===== config.mk =====
export PLATFORM = sky130hd
export DESIGN_NAME = rrv64_axi_rd_burst_split_flat
export DESIGN_NICKNAME = d
export VERILOG_FILES = /design/src/rtl/rrv64_axi_split_pkg.sv /design/src/rtl/rrv64_axi_rd_burst_split_if.sv /design/src/rtl/rrv64_axi_split_len_calc.sv /design/src/rtl/rrv64_axi_rd_burst_split.sv /design/src/flat_wrapper.sv
export SDC_FILE = /design/constraint.sdc
export NUM_CORES = 1
export LEC_CHECK = 0
export BUFFER_PORTS_ARGS = -buffer_cell sky130_fd_sc_hd__buf_2
export CORE_MARGIN = 1.5
export CORE_UTILIZATION = 30
export DETAILED_ROUTE_END_ITERATION = 6
export GPL_TIMING_DRIVEN = 0
export HOLD_SLACK_MARGIN = 0.1
export PLACE_DENSITY = 0.6
export SLEW_MARGIN = 20
export SYNTH_ARGS = -nofsm -noshare
export SYNTH_HDL_FRONTEND = slang
export SYNTH_SLANG_ARGS = --single-unit

===== constraint.sdc =====
create_clock -name clk -period 4.8 [get_ports clk]
set_input_delay 1.2 -clock clk [delete_from_list [all_inputs] [get_ports clk]]
set_output_delay 1.2 -clock clk [all_outputs]
set_load 0.005 [all_outputs]

===== src/rtl/rrv64_axi_split_pkg.sv =====
// Shared types and sub-burst sizing helper for the AXI read-burst splitter.
// Optional macro RRV64_AXI_SPLIT_4K_EN enables clipping of INCR sub-bursts at 4 KB pages.
package rrv64_axi_split_pkg;

    localparam logic [1:0] AXI_BURST_FIXED = 2'b00;
    localparam logic [1:0] AXI_BURST_INCR  = 2'b01;
    localparam logic [1:0] AXI_BURST_WRAP  = 2'b10;

    localparam logic [1:0] AXI_RESP_OKAY   = 2'b00;
    localparam logic [1:0] AXI_RESP_SLVERR = 2'b10;

`ifdef RRV64_AXI_SPLIT_4K_EN
    localparam bit AXI_SPLIT_4K_EN = 1'b1;
`else
    localparam bit AXI_SPLIT_4K_EN = 1'b0;
`endif

    typedef enum logic [1:0] {
        StIdle,
        StIssue,
        StDrain
    } axi_split_state_e;

    // Beats of the next INCR sub-burst: min(remaining, burst limit, beats left in the 4 KB page).
    function automatic logic [8:0] axi_split_sub_beats(
        input logic [8:0]  rem,
        input logic [11:0] addr_lo,
        input logic [2:0]  size,
        input logic [8:0]  max
    );
        logic [12:0] to_4k;
        logic [8:0]  sub;
        sub   = (rem < max) ? rem : max;
        to_4k = (13'd4096 - {1'b0, addr_lo}) >> size;
        // An unaligned last beat in the page still has to make progress.
        if (to_4k == 13'd0) begin
            to_4k = 13'd1;
        end
        if (AXI_SPLIT_4K_EN && (to_4k < {4'b0, sub})) begin
            sub = to_4k[8:0];
        end
        return sub;
    endfunction

endpackage


===== src/rtl/rrv64_axi_rd_burst_split_if.sv =====
// AXI read channel bundle (AR + R) shared by the upstream and downstream sides of the splitter.
interface rrv64_axi_rd_burst_split_if #(
    parameter int unsigned ADDR_W = 40,
    parameter int unsigned ID_W   = 4,
    parameter int unsigned DATA_W = 64
);
    logic              ar_valid;
    logic              ar_ready;
    logic [ADDR_W-1:0] araddr;
    logic [ID_W-1:0]   arid;
    logic [7:0]        arlen;
    logic [2:0]        arsize;
    logic [1:0]        arburst;
    logic [3:0]        arcache;
    logic [2:0]        arprot;

    logic              r_valid;
    logic              r_ready;
    logic [DATA_W-1:0] rdata;
    logic [ID_W-1:0]   rid;
    logic [1:0]        rresp;
    logic              rlast;

    modport master (
        output ar_valid, araddr, arid, arlen, arsize, arburst, arcache, arprot,
        input  ar_ready,
        input  r_valid, rdata, rid, rresp, rlast,
        output r_ready
    );

    modport slave (
        input  ar_valid, araddr, arid, arlen, arsize, arburst, arcache, arprot,
        output ar_ready,
        output r_valid, rdata, rid, rresp, rlast,
        input  r_ready
    );

endinterface


===== src/rtl/rrv64_axi_split_len_calc.sv =====
// Combinational beat count of the next downstream sub-burst.
// 4 KB clipping of INCR bursts follows RRV64_AXI_SPLIT_4K_EN through the package helper.
module rrv64_axi_split_len_calc
    import rrv64_axi_split_pkg::*;
#(
    parameter int unsigned MAX_SUB_BEATS = 16
) (
    input  logic [8:0]  rem,
    input  logic [11:0] addr_lo,
    input  logic [2:0]  size,
    input  logic [1:0]  burst,
    output logic [8:0]  sub
);
    localparam logic [8:0] MaxBeats = 9'(MAX_SUB_BEATS);

    logic [8:0] rem_capped;

    assign rem_capped = (rem < MaxBeats) ? rem : MaxBeats;

    always_comb begin
        sub = rem_capped;
        case (burst)
            AXI_BURST_INCR: sub = axi_split_sub_beats(rem, addr_lo, size, MaxBeats);
            // WRAP is at most 16 beats and must not be broken up.
            AXI_BURST_WRAP: sub = rem;
            default:        sub = rem_capped;
        endcase
    end

endmodule


===== src/rtl/rrv64_axi_rd_burst_split.sv =====
// AXI read-burst splitter: one upstream AR becomes a run of shorter downstream sub-bursts.
// Define RRV64_AXI_SPLIT_4K_EN to also split INCR bursts at 4 KB page boundaries.
module rrv64_axi_rd_burst_split
    import rrv64_axi_split_pkg::*;
#(
    parameter int unsigned ADDR_W        = 40,
    parameter int unsigned ID_W          = 4,
    parameter int unsigned DATA_W        = 64,
    parameter int unsigned MAX_SUB_BEATS = 16
) (
    input  logic                          clk,
    input  logic                          rstn,
    rrv64_axi_rd_burst_split_if.slave     s,
    rrv64_axi_rd_burst_split_if.master    m,
    output logic                          busy
);
    axi_split_state_e  state_q;
    logic [ADDR_W-1:0] cmd_addr_q;
    logic [ID_W-1:0]   cmd_id_q;
    logic [2:0]        cmd_size_q;
    logic [1:0]        cmd_burst_q;
    logic [3:0]        cmd_cache_q;
    logic [2:0]        cmd_prot_q;
    logic [8:0]        rem_q;
    logic [8:0]        issued_q;
    logic [8:0]        done_q;
    logic              ar_valid_q;
    logic              ar_ready_q;
    logic              busy_q;

    logic [8:0]        sub;
    logic [8:0]        rem_next;
    logic [ADDR_W-1:0] addr_step;
    logic              ar_hs;
    logic              r_hs;
    logic              rlast_merged;
    logic [DATA_W-1:0] rdata_pass;

    rrv64_axi_split_len_calc #(
        .MAX_SUB_BEATS (MAX_SUB_BEATS)
    ) u_len_calc (
        .rem     (rem_q),
        .addr_lo (cmd_addr_q[11:0]),
        .size    (cmd_size_q),
        .burst   (cmd_burst_q),
        .sub     (sub)
    );

    assign rem_next  = rem_q - sub;
    assign addr_step = {{(ADDR_W-9){1'b0}}, sub} << cmd_size_q;
    assign ar_hs     = ar_valid_q && m.ar_ready;
    assign r_hs      = m.r_valid && s.r_ready;

    // Only the last beat of the last issued sub-burst closes the upstream burst.
    assign rlast_merged = m.rlast && ((state_q == StDrain) || (rem_q == 9'd0)) &&
                          (done_q == issued_q - 9'd1);

    assign s.ar_ready = ar_ready_q;
    assign busy       = busy_q;

    assign m.ar_valid = ar_valid_q;
    assign m.araddr   = cmd_addr_q;
    assign m.arid     = cmd_id_q;
    assign m.arlen    = 8'(sub - 9'd1);
    assign m.arsize   = cmd_size_q;
    assign m.arburst  = cmd_burst_q;
    assign m.arcache  = cmd_cache_q;
    assign m.arprot   = cmd_prot_q;

    assign rdata_pass = m.rdata;
    assign s.r_valid  = m.r_valid;
    assign m.r_ready  = s.r_ready;
    assign s.rdata    = rdata_pass;
    assign s.rresp    = m.rresp;
    assign s.rid      = cmd_id_q;
    assign s.rlast    = rlast_merged;

    always_ff @(posedge clk or negedge rstn) begin
        if (!rstn) begin
            state_q     <= StIdle;
            cmd_addr_q  <= '0;
            cmd_id_q    <= '0;
            cmd_size_q  <= '0;
            cmd_burst_q <= '0;
            cmd_cache_q <= '0;
            cmd_prot_q  <= '0;
            rem_q       <= '0;
            issued_q    <= '0;
            done_q      <= '0;
            ar_valid_q  <= 1'b0;
            ar_ready_q  <= 1'b1;
            busy_q      <= 1'b0;
        end else begin
            if (r_hs && m.rlast) begin
                done_q <= done_q + 9'd1;
            end
            unique case (state_q)
                StIdle: begin
                    if (s.ar_valid) begin
                        cmd_addr_q  <= s.araddr;
                        cmd_id_q    <= s.arid;
                        cmd_size_q  <= s.arsize;
                        cmd_burst_q <= s.arburst;
                        cmd_cache_q <= s.arcache;
                        cmd_prot_q  <= s.arprot;
                        rem_q       <= {1'b0, s.arlen} + 9'd1;
                        issued_q    <= '0;
                        done_q      <= '0;
                        ar_valid_q  <= 1'b1;
                        ar_ready_q  <= 1'b0;
                        busy_q      <= 1'b1;
                        state_q     <= StIssue;
                    end
                end
                StIssue: begin
                    if (ar_hs) begin
                        rem_q    <= rem_next;
                        issued_q <= issued_q + 9'd1;
                        if (cmd_burst_q == AXI_BURST_INCR) begin
                            cmd_addr_q <= cmd_addr_q + addr_step;
                        end
                        if (rem_next == 9'd0) begin
                            ar_valid_q <= 1'b0;
                            state_q    <= StDrain;
                        end
                    end
                end
                StDrain: begin
                    if (r_hs && rlast_merged) begin
                        ar_ready_q <= 1'b1;
                        busy_q     <= 1'b0;
                        state_q    <= StIdle;
                    end
                end
                default: begin
                    state_q <= StIdle;
                end
            endcase
        end
    end

endmodule


===== src/flat_wrapper.sv =====
// flat-port wrapper written by rule: the top's interface ports become plain ports
module rrv64_axi_rd_burst_split_flat import rrv64_axi_split_pkg::*;
#(
    parameter int unsigned ADDR_W        = 40,
    parameter int unsigned ID_W          = 4,
    parameter int unsigned DATA_W        = 64,
    parameter int unsigned MAX_SUB_BEATS = 16
)
  (clk, rstn, busy, s_ar_valid, s_araddr, s_arid, s_arlen, s_arsize, s_arburst, s_arcache, s_arprot, s_ar_ready, s_r_valid, s_rdata, s_rid, s_rresp, s_rlast, s_r_ready, m_ar_valid, m_araddr, m_arid, m_arlen, m_arsize, m_arburst, m_arcache, m_arprot, m_ar_ready, m_r_valid, m_rdata, m_rid, m_rresp, m_rlast, m_r_ready);
  rrv64_axi_rd_burst_split_if #(.ADDR_W(ADDR_W), .ID_W(ID_W), .DATA_W(DATA_W)) s_i ();
  rrv64_axi_rd_burst_split_if #(.ADDR_W(ADDR_W), .ID_W(ID_W), .DATA_W(DATA_W)) m_i ();
  input  logic clk;
  input  logic rstn;
  output logic busy;
  input wire logic [$bits(s_i.ar_valid)-1:0] s_ar_valid;
  input wire logic [$bits(s_i.araddr)-1:0] s_araddr;
  input wire logic [$bits(s_i.arid)-1:0] s_arid;
  input wire logic [$bits(s_i.arlen)-1:0] s_arlen;
  input wire logic [$bits(s_i.arsize)-1:0] s_arsize;
  input wire logic [$bits(s_i.arburst)-1:0] s_arburst;
  input wire logic [$bits(s_i.arcache)-1:0] s_arcache;
  input wire logic [$bits(s_i.arprot)-1:0] s_arprot;
  output wire logic [$bits(s_i.ar_ready)-1:0] s_ar_ready;
  output wire logic [$bits(s_i.r_valid)-1:0] s_r_valid;
  output wire logic [$bits(s_i.rdata)-1:0] s_rdata;
  output wire logic [$bits(s_i.rid)-1:0] s_rid;
  output wire logic [$bits(s_i.rresp)-1:0] s_rresp;
  output wire logic [$bits(s_i.rlast)-1:0] s_rlast;
  input wire logic [$bits(s_i.r_ready)-1:0] s_r_ready;
  output wire logic [$bits(m_i.ar_valid)-1:0] m_ar_valid;
  output wire logic [$bits(m_i.araddr)-1:0] m_araddr;
  output wire logic [$bits(m_i.arid)-1:0] m_arid;
  output wire logic [$bits(m_i.arlen)-1:0] m_arlen;
  output wire logic [$bits(m_i.arsize)-1:0] m_arsize;
  output wire logic [$bits(m_i.arburst)-1:0] m_arburst;
  output wire logic [$bits(m_i.arcache)-1:0] m_arcache;
  output wire logic [$bits(m_i.arprot)-1:0] m_arprot;
  input wire logic [$bits(m_i.ar_ready)-1:0] m_ar_ready;
  input wire logic [$bits(m_i.r_valid)-1:0] m_r_valid;
  input wire logic [$bits(m_i.rdata)-1:0] m_rdata;
  input wire logic [$bits(m_i.rid)-1:0] m_rid;
  input wire logic [$bits(m_i.rresp)-1:0] m_rresp;
  input wire logic [$bits(m_i.rlast)-1:0] m_rlast;
  output wire logic [$bits(m_i.r_ready)-1:0] m_r_ready;
  assign s_i.ar_valid = s_ar_valid;
  assign s_i.araddr = s_araddr;
  assign s_i.arid = s_arid;
  assign s_i.arlen = s_arlen;
  assign s_i.arsize = s_arsize;
  assign s_i.arburst = s_arburst;
  assign s_i.arcache = s_arcache;
  assign s_i.arprot = s_arprot;
  assign s_ar_ready = s_i.ar_ready;
  assign s_r_valid = s_i.r_valid;
  assign s_rdata = s_i.rdata;
  assign s_rid = s_i.rid;
  assign s_rresp = s_i.rresp;
  assign s_rlast = s_i.rlast;
  assign s_i.r_ready = s_r_ready;
  assign m_ar_valid = m_i.ar_valid;
  assign m_araddr = m_i.araddr;
  assign m_arid = m_i.arid;
  assign m_arlen = m_i.arlen;
  assign m_arsize = m_i.arsize;
  assign m_arburst = m_i.arburst;
  assign m_arcache = m_i.arcache;
  assign m_arprot = m_i.arprot;
  assign m_i.ar_ready = m_ar_ready;
  assign m_i.r_valid = m_r_valid;
  assign m_i.rdata = m_rdata;
  assign m_i.rid = m_rid;
  assign m_i.rresp = m_rresp;
  assign m_i.rlast = m_rlast;
  assign m_r_ready = m_i.r_ready;
  rrv64_axi_rd_burst_split #(.ADDR_W(ADDR_W), .ID_W(ID_W), .DATA_W(DATA_W), .MAX_SUB_BEATS(MAX_SUB_BEATS)) u_core (.clk(clk), .rstn(rstn), .s(s_i), .m(m_i), .busy(busy));
endmodule

== Yosys cells after proc, flatten, opt, wreduce, memory -nomap -nowiden ==
Cells that the tools add are included.

* Flip-flop bits (word level): 88
* Input port bits: 141

* Add/subtract/negate cells: 7
* Order comparisons: 1
* Equality and inequality tests: 10
* Shift-type cells: 1
* Muxes and demuxes: 29
* Reductions and logical operators: 18

{| class="wikitable"
|+ Operators with widths
! operator !! number
|-
| $mux 40 || 3
|-
| $mux 9 || 9
|-
| $pmux 40 s2 || 1
|-
| $add 40x40->40 || 1
|-
| $shl 9x3->40 || 1
|-
| $pmux 9 s2 || 2
|-
| $add 9x1->9 const B || 2
|-
| $logic_not 9->1 || 2
|-
| $reduce_and 4->1 || 3
|-
| $add 8x1->9 const B || 1
|-
| $eq 9x9->1 || 1
|-
| $lt 9x5->1 const B || 1
|-
| $sub 9x1->9 const B || 1
|-
| $sub 9x9->9 || 1
|-
| $mux 2 || 4
|-
| $sub 8x1->8 const B || 1
|-
| $logic_and 1x1->1 || 6
|-
| $mux 1 || 6
|-
| $ne 2x1->1 const B || 3
|-
| $pmux 1 s2 || 3
|-
| $pmux 2 s3 || 1
|-
| $reduce_and 3->1 || 2
|-
| $eq 2x1->1 const B || 2
|-
| $eq 2x2->1 const B || 2
|-
| 5 further kinds || 7
|}

== Logic depth before layout (Yosys ltp) ==
* Word-level depth: 8
* Mapped depth: 17

== Cells and area by module ==
From an unflattened synthesis, not the netlist that was laid out.

* Cells, all modules: 869
* Area total of the unflattened synthesis: 6966.7 um^2

{| class="wikitable"
|+ By module, submodules not included
! module !! instances !! cells an instance !! area an instance (um^2) !! sequential area each (um^2)
|-
| rrv64_axi_rd_burst_split || 1 || 853 || 6840.3 || 2203.4
|-
| rrv64_axi_split_len_calc || 1 || 16 || 126.4 || 0.0
|}

== Worst setup path after synthesis ==
OpenSTA, ideal clock, no wires.

* Path type: register to register
* Start: register u_core.rem_q[6]
* End: register u_core.cmd_addr_q[25], in the netlist u_core.m.araddr[25]
* Setup time: 0.063 ns
* Arrival: 3.649 ns
* Path slack: 1.088 ns
* Stages on the path, launching flop included: 17
* Cell sequence: dfrtp_1 or4_1 o21ai_1 nor2b_1 buf_2 nor2_1 a31oi_1 o21a_1 o21ai_0 ha_1 nand3_1 o211ai_2 a31oi_2 o211a_1 or4b_1 a21oi_1 o22a_2

* Word-level cells in the longest chain between the ends: 8

{| class="wikitable"
|+ Ends and longest elaborated chain
! what !! RTL line !! RTL
|-
| start: declaration || rrv64_axi_rd_burst_split.sv:24 || <nowiki>logic [8:0] rem_q;</nowiki>
|-
| start signal: assignment || rrv64_axi_rd_burst_split.sv:106 || <nowiki>rem_q <= {1'b0, s.arlen} + 9'd1;</nowiki>
|-
| start signal: assignment || rrv64_axi_rd_burst_split.sv:117 || <nowiki>rem_q <= rem_next;</nowiki>
|-
| $lt 9x5->1 || rrv64_axi_split_pkg.sv:33, rrv64_axi_split_len_calc.sv:18 ||
|-
| $mux 9 || rrv64_axi_split_pkg.sv:33, rrv64_axi_split_len_calc.sv:18 ||
|-
| $mux 9 (*) || - ||
|-
| $shl 9x3->40 (*) || rrv64_axi_rd_burst_split.sv:50 || <nowiki>assign addr_step = {{(ADDR_W-9){1'b0}}, sub} << cmd_size_q;</nowiki>
|-
| $add 40x40->40 (*) || rrv64_axi_rd_burst_split.sv:120 || <nowiki>cmd_addr_q <= cmd_addr_q + addr_step;</nowiki>
|-
| $mux 40 (*) || rrv64_axi_rd_burst_split.sv:119 || <nowiki>if (cmd_burst_q == AXI_BURST_INCR) begin</nowiki>
|-
| $mux 40 (*) || rrv64_axi_rd_burst_split.sv:116 || <nowiki>if (ar_hs) begin</nowiki>
|-
| $pmux 40 s2 (*) || rrv64_axi_rd_burst_split.sv:97 || <nowiki>unique case (state_q)</nowiki>
|-
| end signal: assignment || rrv64_axi_rd_burst_split.sv:100 || <nowiki>cmd_addr_q <= s.araddr;</nowiki>
|-
| end signal: assignment || rrv64_axi_rd_burst_split.sv:120 ||
|-
| end: declaration || rrv64_axi_rd_burst_split.sv:18 || <nowiki>logic [ADDR_W-1:0] cmd_addr_q;</nowiki>
|}

Every way passes the cells marked *; elsewhere a longest branch is shown, timed or not. The select of a mux whose other input is x is not followed.
A chain may end at the register's enable or synchronous reset.

== Worst setup path in the final report ==
Ends and elaborated chain as after synthesis.

==> run metrics <==
final worst slack=between 300 and 400 ps; outcome=completed; sequential share of power=46.8%; placed cell area=between 0.008 and 0.009 mm2; VDD IR max=151 uV; Hold Path Class=flop to flop; initial antenna violation count=2; Finished Cell Area=slightly below 0.009 mm2; Clock Path Buffers=2; number of fill cells=~2400; Post-synth ARST share=100%; DR vias=7197; TritonCTS buffer count=9; Starting Density=a little under a third; global-route wire length before repair=around 36 mm; area of the multi-input gates=0.00399 mm2; Setup CP Type=flop to flop; slew margin rel.=roughly 45%; most common cell in the netlist=nand2_1; Least-Margin Pin Slew=810 ps; synthesized instance count=slightly below 900; dpl ws=approximately 370 ps; DR WL/cell=about 17 um; First DRT Iteration DRCs=between 400 and 500; area grow syn2layout=25.0%; RSZ-0062 raised after global routing=no; vias in the first global route=roughly 6600; Synth warnings=0; PortBufs=210; Fmax=~0.22 GHz; FF+latch area=between 0.002 and 0.0025 mm2; row cnt=55; NumNets Final=1262; most common library cells after synthesis=nand2_1, dfrtp_1, nor2_1, buf_4, a21oi_1; Pint=around 1300 uW; H-tree depth=3; Crit Path Max Fanout=8; CTS tree=yes; Post-Syn Area per Cell=8.05 um2; Setup Skew=~9.6 ps; Synth area leader=dfrtp_1; Final Hold Vio Count=0; Post-CTS Setup Bufs=0; min cycle time layout=about 4400 ps; crit start category=flop; Comb pwr share=11.0%; CTS root buf=clkbuf_16; CTS resizes=0; Total Die Area=between 0.02 and 0.025 mm2; Horiz. Die Dim=around 160 um; Die Span Y=roughly 160 um; Pins Over Slew Limit=0; Net Sw Frac=about a quarter; Global Route Usage Sum=between 10% and 20%; register-to-register setup slack=~350 ps; TritonCTS Sinks=between 80 and 90; gpl congestion=a little over 0.9; worst hold margin=roughly 470 ps; Max-cap violations=0; PwrDens=just under 200 mW/mm2; Post-synth EDFFs=0; CTS clk-pin slew, worst paths=around 70 ps; Static Leakage=roughly 0.0043 uW; Core ar.=between 0.02 and 0.025 mm2; post-synthesis net count=1040; Arrival @ worst endpoint=approximately 4700 ps; flop and latch count out of synthesis=a little under 90; Syn Std Cell Area=~0.007 mm2; Post-synth top flop=dfrtp_1; post-DP HPWL=about 18 mm; crit share post-route=~93%; P_sw=438 uW; CP endpoint kind=flop; final wirelength=23.5 mm; layout cells sized above 1=roughly 30%; post-synth top area share=a little under a third; # IOs=281; Remaining DRCs=0; setup_tns=0 ps; WP data required=slightly above 5000 ps; hold buffers post-CTS=0; vias per cell=between 5 and 6; sequential fraction of the synthesis area=31.6%; clock share of power=about 42%; Synth area leaders=dfrtp_1, buf_4, nand2_1; largest net degree at the start of global routing=57; Setup-failing EPs final=0; worst skew pair latency=~360 ps; Cell variety after synth=70; total chip power=~1700 uW; Post-DRT Antenna Nets=0; first-pass iteration count of the detailed router=5; total grt overflow=0
-- worst max-delay path: stages (launching register included) --
cell and delay (ps):
dfrtp_1 440, or4_1 560, o21ai_1 200, nor2b_1 140
buf_2 190, nor2_1 50, a31oi_1 230, o21a_1 170
o21ai_0 120, ha_1 370, nand3_1 100, o211ai_2 220
a31oi_2 220, o211a_1 300, nor2_1 550, a41oi_1 230
o22a_2 250
-- final timing paths --
| path | to | startpoint | cells after the start |
|---|---|---|---|
| max | u_core.m.araddr[25] | u_core.rem_q[6] | 16 |
| min | u_core.s.ar_ready | u_core.s.ar_ready | 2 |
| max reg2reg | u_core.m.araddr[25] | u_core.rem_q[6] | 16 |
| min reg2reg | u_core.s.ar_ready | u_core.s.ar_ready | 2 |
| max in group asynchronous | u_core.s.ar_ready | rstn | 2 |
| min in group asynchronous | u_core.done_q[0] | rstn | 1 |
-- power by group through the flow --
stage               sequential [uW]  clock [uW]  combinational (uW)
global placement                806           0                 185
global route                    794         765                 211
finish                          792         716                 187
floorplan                       799           0                 103
detailed placement              805           0                 191
CTS                             792         731                 190
-- registers in the layout, indices dropped and copies added, names as in the netlist --
| register | flops |
|---|---|
| u_core.s.ar_ready | 1 |
| u_core.state_q | 2 |
| u_core.m.araddr | 40 |
| u_core.m.ar_valid | 1 |
| u_core.rem_q | 9 |
| u_core.done_q | 9 |
| u_core.busy | 1 |
| u_core.m.arburst | 2 |
| u_core.issued_q | 9 |
| u_core.m.arid | 4 |
| u_core.m.arcache | 4 |
| u_core.m.arprot | 3 |
| u_core.m.arsize | 3 |
-- area by class of cell --
class | count | share of cell area (%)
repair buffers | 211 | 12.4
diodes | 2 | 0.0574
flip-flops and latches | 88 | 25.3
plain buffers | 118 | 8.38
multi-input cells | 646 | 45.8
clock inverters | 5 | 0.445
inverters | 15 | 0.646
well taps | 285 | 4.09
clock buffers | 11 | 2.90
-- cells by family (layout without fill, tap and decap cells) --
| family | count (synthesis) | after routing | synth area share (%) |
|---|---|---|---|
| muxes | 14 | 14 | 2.10 |
| DFF | 88 | 88 | 31.6 |
| adders and majority gates | 32 | 32 | 5.96 |
| other | 0 | 2 | 0 |
| and+or+nand+nor | 337 | 337 | 23.0 |
| xor gates and xnor gates | 51 | 51 | 6.40 |
| buffers and inverters | 133 | 360 | 11.3 |
| AOI/OAI and AO/OA | 212 | 212 | 19.7 |
-- cell usage in the layout (no fill, tap or decap), types with 3 or more instances in the layout --
master       n
o22ai_1      8
ha_1        30
nor2b_1      7
a21o_1      10
dfrtp_1     87
and3_1      17
xor2_1      28
a21oi_1     57
nand2b_1     6
a2bb2oi_1    4
and4_1       4
o311ai_0     4
nor2_1      75
nor4_1       6
o211ai_1     3
a211oi_1    14
a311oi_1     7
o21bai_1     3
a21boi_0     4
o31a_1       4
clkbuf_1    35
buf_4       72
or3_1       14
o21ai_0     48
o21a_1       7
o21ai_1      3
inv_1       14
nand4_1     16
mux2_2       5
buf_2      217
mux2i_1      9
nand3_1     33
a31oi_1      8
clkbuf_16    9
xnor2_1     23
nand2_1    119
and2_1       6
nor3_1      21
-- through the flow --
step	cells	utilization [%]
2_1_floorplan	867	-
3_3_place_gp	1362	36.9
3_5_place_dp	1363	37.1
4_1_cts	1379	38.3
5_1_grt	1381	38.4
6_report	1381	38.4
-- routing by layer --
metal | part of all wire, % | GRT usage, % | wire length [um]
met1 | 45 | 26.5 | 10600
met2 | 46 | 30.3 | 10800
met3 | 7.0 | 3.15 | 1650
met4 | 1.8 | 5.76 | 425
met5 | 0 | 0 | 0
No activity file was read; power rests on OpenSTA's default activity.
